### src/rtl/preem_seq_ctrl.sv
// ---------------------------------------------------------------------------
// preem_seq_ctrl
//
// Sequencing controller for the pre-emphasis path:
//     y[n] = 32*x[n] - 31*x[n-1]   (coefficient (2^SHIFT-1)/2^SHIFT)
// One shared OUT_W-bit add/sub unit is used over several cycles:
//     accept : acc = sext(x) << SHIFT
//     SUB    : acc = acc - (sext(prev) << SHIFT)
//     ADD    : acc = acc + sext(prev), prev = x
//     HOLD   : present acc downstream until out_ready
// Bypass mode loads sext(x) directly and goes straight to HOLD.
//
// Ports:
//   clk, rst_n   - clock (rising edge), asynchronous active-low reset
//   in_data      - IN_W-bit signed sample
//   in_valid     - sample offered
//   in_ready     - high only in IDLE
//   frame_start  - sampled at accept; x[n-1] treated as 0
//   bypass       - sampled at accept; output sign-extended x[n] only
//   out_data     - OUT_W-bit signed result, stable while out_valid
//   out_valid    - result available (HOLD)
//   out_ready    - downstream accepts
//   busy         - high in any state except IDLE
// ---------------------------------------------------------------------------
module preem_seq_ctrl #(
    parameter int unsigned IN_W  = 11,
    parameter int unsigned SHIFT = 5
) (
    input  logic                  clk,
    input  logic                  rst_n,
    input  logic [IN_W-1:0]       in_data,
    input  logic                  in_valid,
    output logic                  in_ready,
    input  logic                  frame_start,
    input  logic                  bypass,
    output logic [IN_W+SHIFT:0]   out_data,
    output logic                  out_valid,
    input  logic                  out_ready,
    output logic                  busy
);

    // Output width is tied to the input width and shift so the worst-case
    // result always fits; it is not a free parameter.
    localparam int unsigned OUT_W = IN_W + SHIFT + 1;

    typedef enum logic [1:0] {
        IDLE = 2'd0,
        SUB  = 2'd1,
        ADD  = 2'd2,
        HOLD = 2'd3
    } state_e;

    state_e            state_q, state_d;
    logic [OUT_W-1:0]  acc_q,   acc_d;
    logic [IN_W-1:0]   prev_q,  prev_d;
    logic [IN_W-1:0]   xcur_q,  xcur_d;

    logic              accept;
    logic [OUT_W-1:0]  in_ext;
    logic [OUT_W-1:0]  in_shl;
    logic [OUT_W-1:0]  prev_ext;
    logic [OUT_W-1:0]  prev_shl;

    // Shared add/sub unit
    logic              alu_sub;
    logic [OUT_W-1:0]  alu_b;
    logic [OUT_W-1:0]  alu_y;

    function automatic logic [OUT_W-1:0] sext(input logic [IN_W-1:0] v);
        return {{(OUT_W-IN_W){v[IN_W-1]}}, v};
    endfunction

    assign in_ext   = sext(in_data);
    assign in_shl   = in_ext << SHIFT;
    assign prev_ext = sext(prev_q);
    assign prev_shl = prev_ext << SHIFT;

    assign accept   = in_valid && (state_q == IDLE);

    // -----------------------------------------------------------------------
    // State register (also holds the datapath registers)
    // -----------------------------------------------------------------------
    always_ff @(posedge clk or negedge rst_n) begin
        if (!rst_n) begin
            state_q <= IDLE;
            acc_q   <= '0;
            prev_q  <= '0;
            xcur_q  <= '0;
        end else begin
            state_q <= state_d;
            acc_q   <= acc_d;
            prev_q  <= prev_d;
            xcur_q  <= xcur_d;
        end
    end

    // -----------------------------------------------------------------------
    // Next-state logic
    // -----------------------------------------------------------------------
    always_comb begin
        state_d = state_q;
        unique case (state_q)
            IDLE: begin
                if (in_valid) begin
                    state_d = bypass ? HOLD : SUB;
                end
            end
            SUB:  state_d = ADD;
            ADD:  state_d = HOLD;
            HOLD: begin
                if (out_ready) begin
                    state_d = IDLE;
                end
            end
            default: state_d = IDLE;
        endcase
    end

    // -----------------------------------------------------------------------
    // Shared add/sub: subtract is implemented as add of the inverted operand
    // with carry-in, so one adder serves both SUB and ADD.
    // -----------------------------------------------------------------------
    always_comb begin
        alu_sub = (state_q == SUB);
        alu_b   = alu_sub ? prev_shl : prev_ext;
    end

    assign alu_y = acc_q + (alu_b ^ {OUT_W{alu_sub}}) + {{(OUT_W-1){1'b0}}, alu_sub};

    // -----------------------------------------------------------------------
    // Datapath next-values
    // -----------------------------------------------------------------------
    always_comb begin
        acc_d  = acc_q;
        prev_d = prev_q;
        xcur_d = xcur_q;
        unique case (state_q)
            IDLE: begin
                if (accept) begin
                    xcur_d = in_data;
                    if (frame_start) begin
                        prev_d = '0;
                    end
                    if (bypass) begin
                        // History still advances in bypass so toggling
                        // bypass does not break filter continuity.
                        acc_d  = in_ext;
                        prev_d = in_data;
                    end else begin
                        acc_d  = in_shl;
                    end
                end
            end
            SUB: begin
                acc_d = alu_y;
            end
            ADD: begin
                acc_d  = alu_y;
                prev_d = xcur_q;
            end
            HOLD: begin
                acc_d = acc_q;
            end
            default: begin
                acc_d = acc_q;
            end
        endcase
    end

    // -----------------------------------------------------------------------
    // Outputs
    // -----------------------------------------------------------------------
    always_comb begin
        in_ready  = (state_q == IDLE);
        out_valid = (state_q == HOLD);
        busy      = (state_q != IDLE);
        out_data  = acc_q;
    end

endmodule

### config.mk
export PLATFORM = sky130hd
export DESIGN_NAME = preem_seq_ctrl
export DESIGN_NICKNAME = d
export VERILOG_FILES = /design/src/rtl/preem_seq_ctrl.sv
export SDC_FILE = /design/constraint.sdc
export NUM_CORES = 1
export LEC_CHECK = 0
export BUFFER_PORTS_ARGS = -buffer_cell sky130_fd_sc_hd__buf_2
export CORE_MARGIN = 5
export CORE_UTILIZATION = 32
export DETAILED_ROUTE_END_ITERATION = 10
export PLACE_DENSITY_LB_ADDON = 0.15
export SLEW_MARGIN = 20
export SYNTH_ARGS = -nofsm -noshare
export SYNTH_HDL_FRONTEND = slang
export SYNTH_SLANG_ARGS = --single-unit
export TNS_END_PERCENT = 1
### constraint.sdc
create_clock -name clk -period 7.8 [get_ports clk]
set_input_delay 0 -clock clk [delete_from_list [all_inputs] [get_ports clk]]
set_output_delay 0 -clock clk [all_outputs]
set_load 0.02 [all_outputs]
==> flow_metrics.tcl <==
set metrics [dict create \
    status "completed" \
    reg2reg_depth 11 \
    worstPathRequired_ns 7.99 \
    nets 419 \
    die_x_um 104.8 \
    finalCritPeriodShare 0.4184 \
    clock-root-buffer "clkbuf_8" \
    fmax_ghz 0.3064 \
    arrival_ns 3.46 \
    syn2layout_area_growth_pct 16.81 \
    critPathKind "flop to flop" \
    cts_buffers 5 \
    initialDrtViolationCount 138 \
    hold_path.class "input pin to flop" \
    tightest_slew_ns 1.057 \
    synth_nets 378 \
    yosysUniqueCellTypes 45 \
    num_vias 2474 \
    nFillCells 908 \
    drt_first_pass_iters 4 \
    path_max_fanout 18 \
    final.setup_skew_ns 0.006108 \
    avgSynthCellArea_um2 8.449 \
    netlist_instances 340 \
    synth_flop_cell "dfrtp_1" \
    cap_violations 0 \
    grt_max_degree 42 \
    drive_above_1_share 0.1937 \
    async_reset_ff_frac 1.000 \
    wire_per_inst_um 15.29 \
    gp_congestion 0.7707 \
    syn_area_um2 2873 \
    setup_violations 0 \
    antenna_left 0 \
    die_area_um2 10970 \
    core-area_um2 8721 \
    rsz0062_at_grt "false" \
    endpoint_kind "flop" \
    grt_pass1_wl_um 12850 \
    antenna_found_initial 0 \
    hold_path_depth 2 \
    start_util 0.3294 \
    routed_wl_um 7493 \
    die_h_um 104.8 \
    yosysSeqAreaShare 0.3571 \
    cp-start-kind "flop" \
    path_clk_slew_ns 0.09 \
    ctsLongestPathBuffers 2 \
    synth_edf_count 0 \
    multi_input_area_um2 1742 \
    cts.sinks 41 \
    row_count 34 \
    drc 0 \
    vias_per_cell 5.049 \
    fin_crit_ns 3.263 \
    worst_slew_margin_rel 0.2952 \
    hold_violations 0 \
    dp_hpwl_um 5681 \
    diodes 0 \
    clk_latency_ns 0.30 \
    seqCellArea_um2 1026 \
    ys_ff_latch 41 \
    yosys_warnings 0 \
    grt.total_usage 0.1427 \
    io_buffers 36 \
    drv_slew 0 \
    io_pins 37 \
    ctsResizeCount 0 \
    grt_pass1_vias 2506 \
    gr-total-overflow 0 \
    htree_levels 2 \
    cts_tree "built" \
    finalSetupTns_ns 0 \
]
-- synth_stat cells, types with 2 or more instances --
library cell,n,area (µm²)
a21oi_1,56,280.3
nand2_1,47,176.4
dfrtp_1,41,1026
nor2_1,37,138.9
ha_1,20,250.2
o21ai_0,19,95.09
clkbuf_1,12,45.04
mux2_2,11,123.9
o21ai_1,11,55.05
xnor2_1,10,87.58
a21o_1,8,60.06
inv_1,6,22.52
nand3_1,5,25.02
or2_2,5,31.28
a211oi_1,4,30.03
nor2b_1,4,25.02
o21bai_1,4,30.03
a31oi_1,3,18.77
nor3_1,3,15.01
o21ai_2,3,26.28
o22a_1,3,26.28
xor2_1,3,26.28
a211oi_2,2,25.02
mux2i_1,2,20.02
-- layout by cell type (no fill, tap or decap), types with 3 or more instances in the layout --
cell type / instances
nor3_1: 3
a31oi_1: 3
nor2b_1: 4
xor2_1: 3
buf_2: 35
nand3_1: 5
nand2_1: 47
mux2_2: 11
inv_1: 6
clkbuf_8: 5
o22a_1: 3
buf_4: 3
o21ai_0: 19
nor2_1: 37
or2_2: 5
o21ai_1: 11
a21oi_1: 56
ha_1: 20
o21ai_2: 3
dlygate4sd3_1: 11
dfrtp_1: 41
a21o_1: 8
xnor2_1: 10
a211oi_1: 4
o21bai_1: 4
-- layer usage --
layer	share of wire	GRT usage	up-vias
met3	0.033	0.02466	7
met4	0.011	0.03562	0
met2	0.44	0.2194	37
li1	-	-	1279
met5	0	0	-
met1	0.52	0.2079	1151
-- per-stage QoR --
step | util | setup slack (ns) | cell area [µm²] | hold slack, ns | std cells
after global routing | 0.3848 | 4.325 | 3356 | 0.01756 | 490
final | 0.3848 | 4.537 | 3356 | 0.005622 | 490
after detailed placement | 0.3587 | 4.563 | 3128 | 0.2158 | 471
after global placement | 0.3587 | 4.605 | 3128 | 0.2189 | 471
after CTS | 0.3845 | 4.519 | 3353 | 0.0008483 | 490
after floorplan | - | 4.828 | 2873 | -0.2956 | 340
-- critical path: stages (launching register included) --
cell and delay, ns:
dfrtp_1 0.40, inv_1 0.09, ha_1 0.36, or2_2 0.39, fa_1 0.47, a211oi_2 0.31, nor4b_2 0.11, a211oi_4 0.32
o21ai_2 0.12, a211oi_2 0.21, mux2i_1 0.10, a211o_1 0.26
-- flip-flops by register name (all words and copies together), names as in the netlist --
| signal | cells |
|---|---|
| xcur_q | 11 |
| state_q | 2 |
| out_data | 17 |
| prev_q | 11 |
-- final timing paths --
path / start / to / slack [ns]
max: state_q[1] / out_data[16] / 4.54
min: in_data[0] / xcur_q[0] / 0.006
min in group asynchronous: rst_n / xcur_q[10] / 0.20
min reg2reg: xcur_q[10] / xcur_q[10] / 0.52
max in group asynchronous: rst_n / prev_q[0] / 7.20
max reg2reg: state_q[1] / out_data[16] / 4.54
-- logic make-up (layout without fill, tap and decap cells) --
family	Yosys count	count (layout)	share of synthesized area
XOR/XNOR	14	14	0.04530
AO/OA/AOI/OAI	121	121	0.2561
multiplexers	13	13	0.05009
AND/OR/NAND/NOR	107	107	0.1607
adder cells (fa/ha/maj)	21	21	0.09408
buffers and inverters	23	65	0.03658
flip-flops	41	41	0.3571
-- layout make-up --
cell class	count	share of cell area
clock buffer	5	0.02051
tap	108	0.04027
clock inverter	3	0.01380
sequential	41	0.3057
timing repair buffer	49	0.09172
inverter	8	0.008949
multi-input combinational	276	0.5190
-- what timing repair did --
| action | in CTS | in global routing |
|---|---|---|
| endpoints found under the setup margin | 0 | 0 |
| hold buffers | 11 | 0 |
| setup buffers | 0 | 0 |
| hold endpoints to repair | 51 | 0 |
Power is left out: the tool's default activity adds up to more than one toggle a clock period on the data nets, which glitch-free logic cannot reach.
